### config.mk
export PLATFORM = sky130hd
export DESIGN_NAME = shift_sequencer
export DESIGN_NICKNAME = d
export VERILOG_FILES = /design/src/rtl/shift_sequencer.sv
export SDC_FILE = /design/constraint.sdc
export NUM_CORES = 1
export LEC_CHECK = 0
export CAP_MARGIN = 20
export CORE_ASPECT_RATIO = 0.9
export CORE_UTILIZATION = 40
export DETAILED_ROUTE_END_ITERATION = 6
export PLACE_DENSITY = 0.68
export SYNTH_ARGS = -nofsm -noshare
export SYNTH_HDL_FRONTEND = slang
export SYNTH_SLANG_ARGS = --single-unit
### constraint.sdc
create_clock -name clk -period 1.9 [get_ports clk]
set_input_delay 0.19 -clock clk [delete_from_list [all_inputs] [get_ports clk]]
set_output_delay 0.19 -clock clk [all_outputs]
set_load 0.02 [all_outputs]
### src/rtl/shift_sequencer.sv
// Multi-cycle shift sequencer: one single-bit LSL/LSR/ROL/ASR step per clock
// until the latched amount is exhausted, then a one-cycle done pulse.
module shift_sequencer #(
  parameter int WIDTH = 8,
  parameter int CNT_W = 4
) (
  input  logic             clk,
  input  logic             rst_n,
  input  logic             start,
  input  logic [WIDTH-1:0] din,
  input  logic [CNT_W-1:0] amt,
  input  logic [1:0]       mode,
  output logic             busy,
  output logic             done,
  output logic [WIDTH-1:0] dout,
  output logic             cout
);

  typedef enum logic [1:0] {
    IDLE  = 2'd0,
    SHIFT = 2'd1,
    DONE  = 2'd2
  } state_t;

  localparam logic [1:0] MODE_LSL = 2'b00;
  localparam logic [1:0] MODE_LSR = 2'b01;
  localparam logic [1:0] MODE_ROL = 2'b10;
  localparam logic [1:0] MODE_ASR = 2'b11;

  state_t             state_q, state_d;
  logic [WIDTH-1:0]   dout_q, dout_d;
  logic               cout_q, cout_d;
  logic [CNT_W-1:0]   cnt_q, cnt_d;
  logic [1:0]         mode_q, mode_d;

  always_ff @(posedge clk or negedge rst_n) begin
    if (!rst_n) begin
      state_q <= IDLE;
      dout_q  <= '0;
      cout_q  <= 1'b0;
      cnt_q   <= '0;
      mode_q  <= MODE_LSL;
    end else begin
      state_q <= state_d;
      dout_q  <= dout_d;
      cout_q  <= cout_d;
      cnt_q   <= cnt_d;
      mode_q  <= mode_d;
    end
  end

  always_comb begin
    state_d = state_q;
    dout_d  = dout_q;
    cout_d  = cout_q;
    cnt_d   = cnt_q;
    mode_d  = mode_q;

    case (state_q)
      IDLE: begin
        if (start) begin
          dout_d  = din;
          cout_d  = 1'b0;
          cnt_d   = amt;
          mode_d  = mode;
          state_d = (amt == '0) ? DONE : SHIFT;
        end
      end
      SHIFT: begin
        case (mode_q)
          MODE_LSL: begin
            cout_d = dout_q[WIDTH-1];
            dout_d = {dout_q[WIDTH-2:0], 1'b0};
          end
          MODE_LSR: begin
            cout_d = dout_q[0];
            dout_d = {1'b0, dout_q[WIDTH-1:1]};
          end
          MODE_ROL: begin
            cout_d = dout_q[WIDTH-1];
            dout_d = {dout_q[WIDTH-2:0], dout_q[WIDTH-1]};
          end
          default: begin
            cout_d = dout_q[0];
            dout_d = {dout_q[WIDTH-1], dout_q[WIDTH-1:1]};
          end
        endcase
        cnt_d = cnt_q - CNT_W'(1);
        // Last step is taken on the edge where one step remains.
        if (cnt_q == CNT_W'(1)) begin
          state_d = DONE;
        end
      end
      DONE: begin
        state_d = IDLE;
      end
      default: begin
        state_d = IDLE;
      end
    endcase
  end

  assign busy = (state_q == SHIFT);
  assign done = (state_q == DONE);
  assign dout = dout_q;
  assign cout = cout_q;

endmodule

# After elaboration in Yosys (flattened, before gate mapping)
# Index checks and enable logic that the tools add are counted.
dict set report word_totals {
  ff_bits 17
  input_bits 17
  output_inout_bits 11
  elab_cells 36
}
dict set report classes {
  addsub 1
  n_eq_ne 8
  mux 12
  reduce_logical 9
}
# op count
set ops {}
lappend ops {{$pmux W8 S3} 1}
lappend ops {{$pmux W8 S2} 1}
lappend ops {{$mux W8} 1}
lappend ops {{$pmux W4 S2} 1}
lappend ops {{$mux W2} 3}
lappend ops {{$reduce_and A2 Y1} 3}
lappend ops {{$eq A2 B1 Y1 const B} 2}
lappend ops {{$eq A2 B2 Y1 const B} 2}
lappend ops {{$eq A4 B1 Y1 const B} 1}
lappend ops {{$logic_not A2 Y1} 2}
lappend ops {{$logic_not A4 Y1} 1}
lappend ops {{$mux W4} 1}
lappend ops {{$ne A4 B1 Y1 const B} 1}
lappend ops {{$pmux W2 S2} 1}
lappend ops {{$sub A4 B1 Y4 const B} 1}
lappend ops {{$reduce_and A3 Y1} 1}
lappend ops {{$mux W1} 2}
lappend ops {{$ne A2 B1 Y1 const B} 1}
lappend ops {{$ne A2 B2 Y1 const B} 1}
lappend ops {{$pmux W1 S2} 1}
lappend ops {{$reduce_bool A2 Y1} 1}
lappend ops {{$reduce_or A2 Y1} 1}

# Longest topological paths before layout
dict set report logic_depth {
  depth_word 4
  depth_mapped 5
  ltp_nobuf 5
}

# Worst setup path after synthesis
# No wires, ideal clock.
dict set report synth_path {
  path_type {register to register}
  start {register state_q[1]}
  end {register mode_q[0]}
  setup_ps 125
  t_arrival_ps 1130
  path_slack_ps 645
  path_stages_with_launch 5
  period_less_slack_ps 1255
  cell_sequence {dfrtp_1 nor2b_1 buf_2 nor2b_4 mux2_2}
}
dict set report synth_via {
  elab_chain_len 2
}
# element line
set synth_lines {}
lappend synth_lines {{start: declaration} 30} ;# state_t state_q, state_d;
lappend synth_lines {{start signal: assignment} 44} ;# state_q <= state_d;
lappend synth_lines {{$logic_not A2 Y1} 59} ;# case (state_q)
lappend synth_lines {{$reduce_and A2 Y1 (no line)} -}
lappend synth_lines {{end signal: assignment} 48} ;# mode_q <= mode_d;
lappend synth_lines {{end: declaration} 34} ;# logic [1:0] mode_q, mode_d;
# No other way between the ends.
# A chain may end at the register's enable or synchronous reset.

# Worst setup path in the final report
dict set report layout_path {
  start {register state_q[1]}
  end {output done}
}
dict set report layout_via {
  elab_chain_len 1
}
# element line
set layout_lines {}
lappend layout_lines {{$eq A2 B2 Y1} 104} ;# assign done = (state_q == DONE);
lappend layout_lines {{end: declaration} 14} ;# output logic done,
# No other way between the ends.

==> reports/qor.csv <==
metric;value;unit
cts_buffers;3;
worst_slew_pin_slew;400;ps
crit_path_top_delay_cell;sky130_fd_sc_hd__clkdlybuf4s50_1;
yosys.cell_count.top_type;sky130_fd_sc_hd__dfrtp_1;
maximum_clock_frequency;0.563;GHz
irDropWorstVdd;0.786;mV
maxCapViolations;0;
cts_tree;built;
power.static_leakage;0.577;nW
ys.warnings.count;0;
final_hold_viol_count;0;
critical_path.max_fanout;14;
cp_cell_sequence;buf_4, nor2b_1, clkdlybuf4s50_1;
clk_latency;290;ps
timing.setup.critical_path_class;reg -> out;
syn2layout_area_growth;32.7;%
synth_seq_area_share;41.0;%
wl_per_cell;14.6;um
r2r_slack;520;ps
worst_ep_required_time;1710;ps
postPlaceCellArea;1350;um^2
async_flop_share;100;%
route.top_layer_used;met4;
globalplace.congestion;0.773;
buffer_ports.inserted;27;
rsz_0062_raised_after_global_routing;false;
total_power;0.00221;W
hpwl;1700;um
min_period;1780;ps
slowest_delay;600;ps
final_net_count;157;
final_min_period_over_clock_period;93.5;%
width_of_the_chip;55.7;um
skew;7.49;ps
fillers;230;
netlist_top_cells_area;sky130_fd_sc_hd__dfrtp_1, sky130_fd_sc_hd__mux2_2, sky130_fd_sc_hd__nor2b_1;
timing.critical_path.to_type;output pin;
fp-row-count;17;
r2r_start;state_q[0];
grtUsageTotal;18.7;%
initial_utilization;42.5;%
tritoncts_num_sinks;17;
worst_setup_path_start_kind;flip-flop;
mappedNetlistArea;1040;um^2
postRouteWirelength;2410;um
io_pins;28;
postCtsHoldBufs;0;
synth_common_cells;sky130_fd_sc_hd__dfrtp_1, sky130_fd_sc_hd__a21oi_1, sky130_fd_sc_hd__nor2b_1;
grt_pass1_vias;870;
antenna_found_initial;0;
edff_count_synth;0;
postSynthRegisterBits;17;
n_antenna_cell;0;
hold_slack;205;ps
dr_wl_met2;1120;um
pwr_density_cell;1600;nW/um^2
cts_root_buffer;sky130_fd_sc_hd__clkbuf_4;
post_cts.repair.setup_buffers;0;
timing.hold.worst.class;in -> async;
syn-num-nets;125;
timing.max_slew.rel_slack;73.3;%
timing_max_transition_violations_final;0;
setup_violations;0;
cts_resized;0;
synthDominantAreaCellType;sky130_fd_sc_hd__dfrtp_1;
finish.cell_count_without_fillers;165;
arrival;1590;ps
drtIter0Drc;14;
finalSetupTns;0;ps
postRouteAntennaNets;0;
cts.clk_slew.worst_paths;100;ps
worst_reg2reg_endpoint;cnt_q[3];
grt_max_degree;18;
drt-pass1-iter-count;4;
detailroute.via_count;885;
yosys_most_used_dff;sky130_fd_sc_hd__dfrtp_1;
post_route_cell_area;1380;um^2
syn_inst;106;
critical-path-top-delay-family;buffers and inverters;
ff2ff_path_depth;4;
core_area;2450;um^2
avgSynthCellArea;9.80;um^2
grt_remaining_overflow;0;
met3RoutedLength;87;um
first_pass_grt_wire_length;4040;um
yosys.area.top_type_share;41.0;%
dp.cells;161;
via_per_inst;5.36;
die-area;2800;um^2
ys_types;37;
status;completed;
post-route-drc-count;0;
m1WireLength;1180;um
crit_buf_inv;2;
layout-drive-gt1-share;16.8;%
htree_levels;1;
die_height;50.3;um
ctsLongestPathBuffers;2;
==> worst max-delay path by stage <==
stage / from / cells after the start / endpoint
after floorplan: state_q[1] / 4 / mode_q[0]
after global placement: start / 4 / mode_q[0]
after detailed placement: start / 5 / cnt_q[0]
after CTS: state_q[1] / 3 / done
after global routing: state_q[1] / 3 / done
final: state_q[1] / 3 / done
==> cells by family (layout without fill, tap and decap cells) <==
logic type / count (synthesis) / after routing / share of synthesized area (%)
adder cells (fa/ha/maj): 2 / 2 / 2.41
buffers and inverters: 10 / 41 / 5.42
flip-flops: 17 / 17 / 41.0
AO/OA/AOI/OAI: 35 / 35 / 21.9
AND/OR/NAND/NOR: 33 / 33 / 19.6
multiplexers: 9 / 9 / 9.64
==> cells in the final DEF, fill, tap and decap left out, types with 2 or more instances in the layout <==
master                            instances
sky130_fd_sc_hd__a21oi_1                 10
sky130_fd_sc_hd__a22oi_1                  6
sky130_fd_sc_hd__and3_1                   2
sky130_fd_sc_hd__buf_4                    7
sky130_fd_sc_hd__clkbuf_4                 3
sky130_fd_sc_hd__clkdlybuf4s50_1         27
sky130_fd_sc_hd__dfrtp_1                 17
sky130_fd_sc_hd__ha_1                     2
sky130_fd_sc_hd__inv_1                    2
sky130_fd_sc_hd__mux2_2                   8
sky130_fd_sc_hd__nand2_1                  3
sky130_fd_sc_hd__nor2_1                   5
sky130_fd_sc_hd__nor2b_1                 10
sky130_fd_sc_hd__nor3_1                   3
sky130_fd_sc_hd__nor3b_1                  2
sky130_fd_sc_hd__o21ai_0                  9
==> where the power goes <==
| part | total, W | internal (W) | leakage [nW] | switching [W] |
|---|---|---|---|---|
| clock | 0.000194 | 0.0000817 | 0.0150 | 0.000112 |
| sequential | 0.000745 | 0.000537 | 0.207 | 0.000208 |
| combinational | 0.00127 | 0.000655 | 0.355 | 0.000615 |
==> layout make-up <==
| cell class | instances | area (um^2) | share of cell area [%] |
|---|---|---|---|
| multi-input combinational | 79 | 557 | 40.4 |
| sequential | 17 | 425 | 30.9 |
| timing repair buffer | 34 | 323 | 23.4 |
| tap | 28 | 35.0 | 2.54 |
| clock buffer | 4 | 26.3 | 1.91 |
| inverter | 3 | 11.3 | 0.817 |
==> state kept, by name, summed over array words and instances (netlist names) <==
name / flops
state_q: 2
cout: 1
cnt_q: 4
dout: 8
mode_q: 2
==> metrics by stage <==
stage,worst slack [ps],util (%)
2_1_floorplan,645,-
6_report,124,56.3
4_1_cts,111,56.3
3_3_place_gp,284,55.2
3_5_place_dp,263,55.2
5_1_grt,59.8,56.3
==> metal layers <==
metal	vias to the layer above	track usage (%)
met2	22	31.7
met5	-	0
met4	0	3.75
li1	446	-
met1	415	23.9
met3	2	5.41
Power figures use the tool's default switching activity.
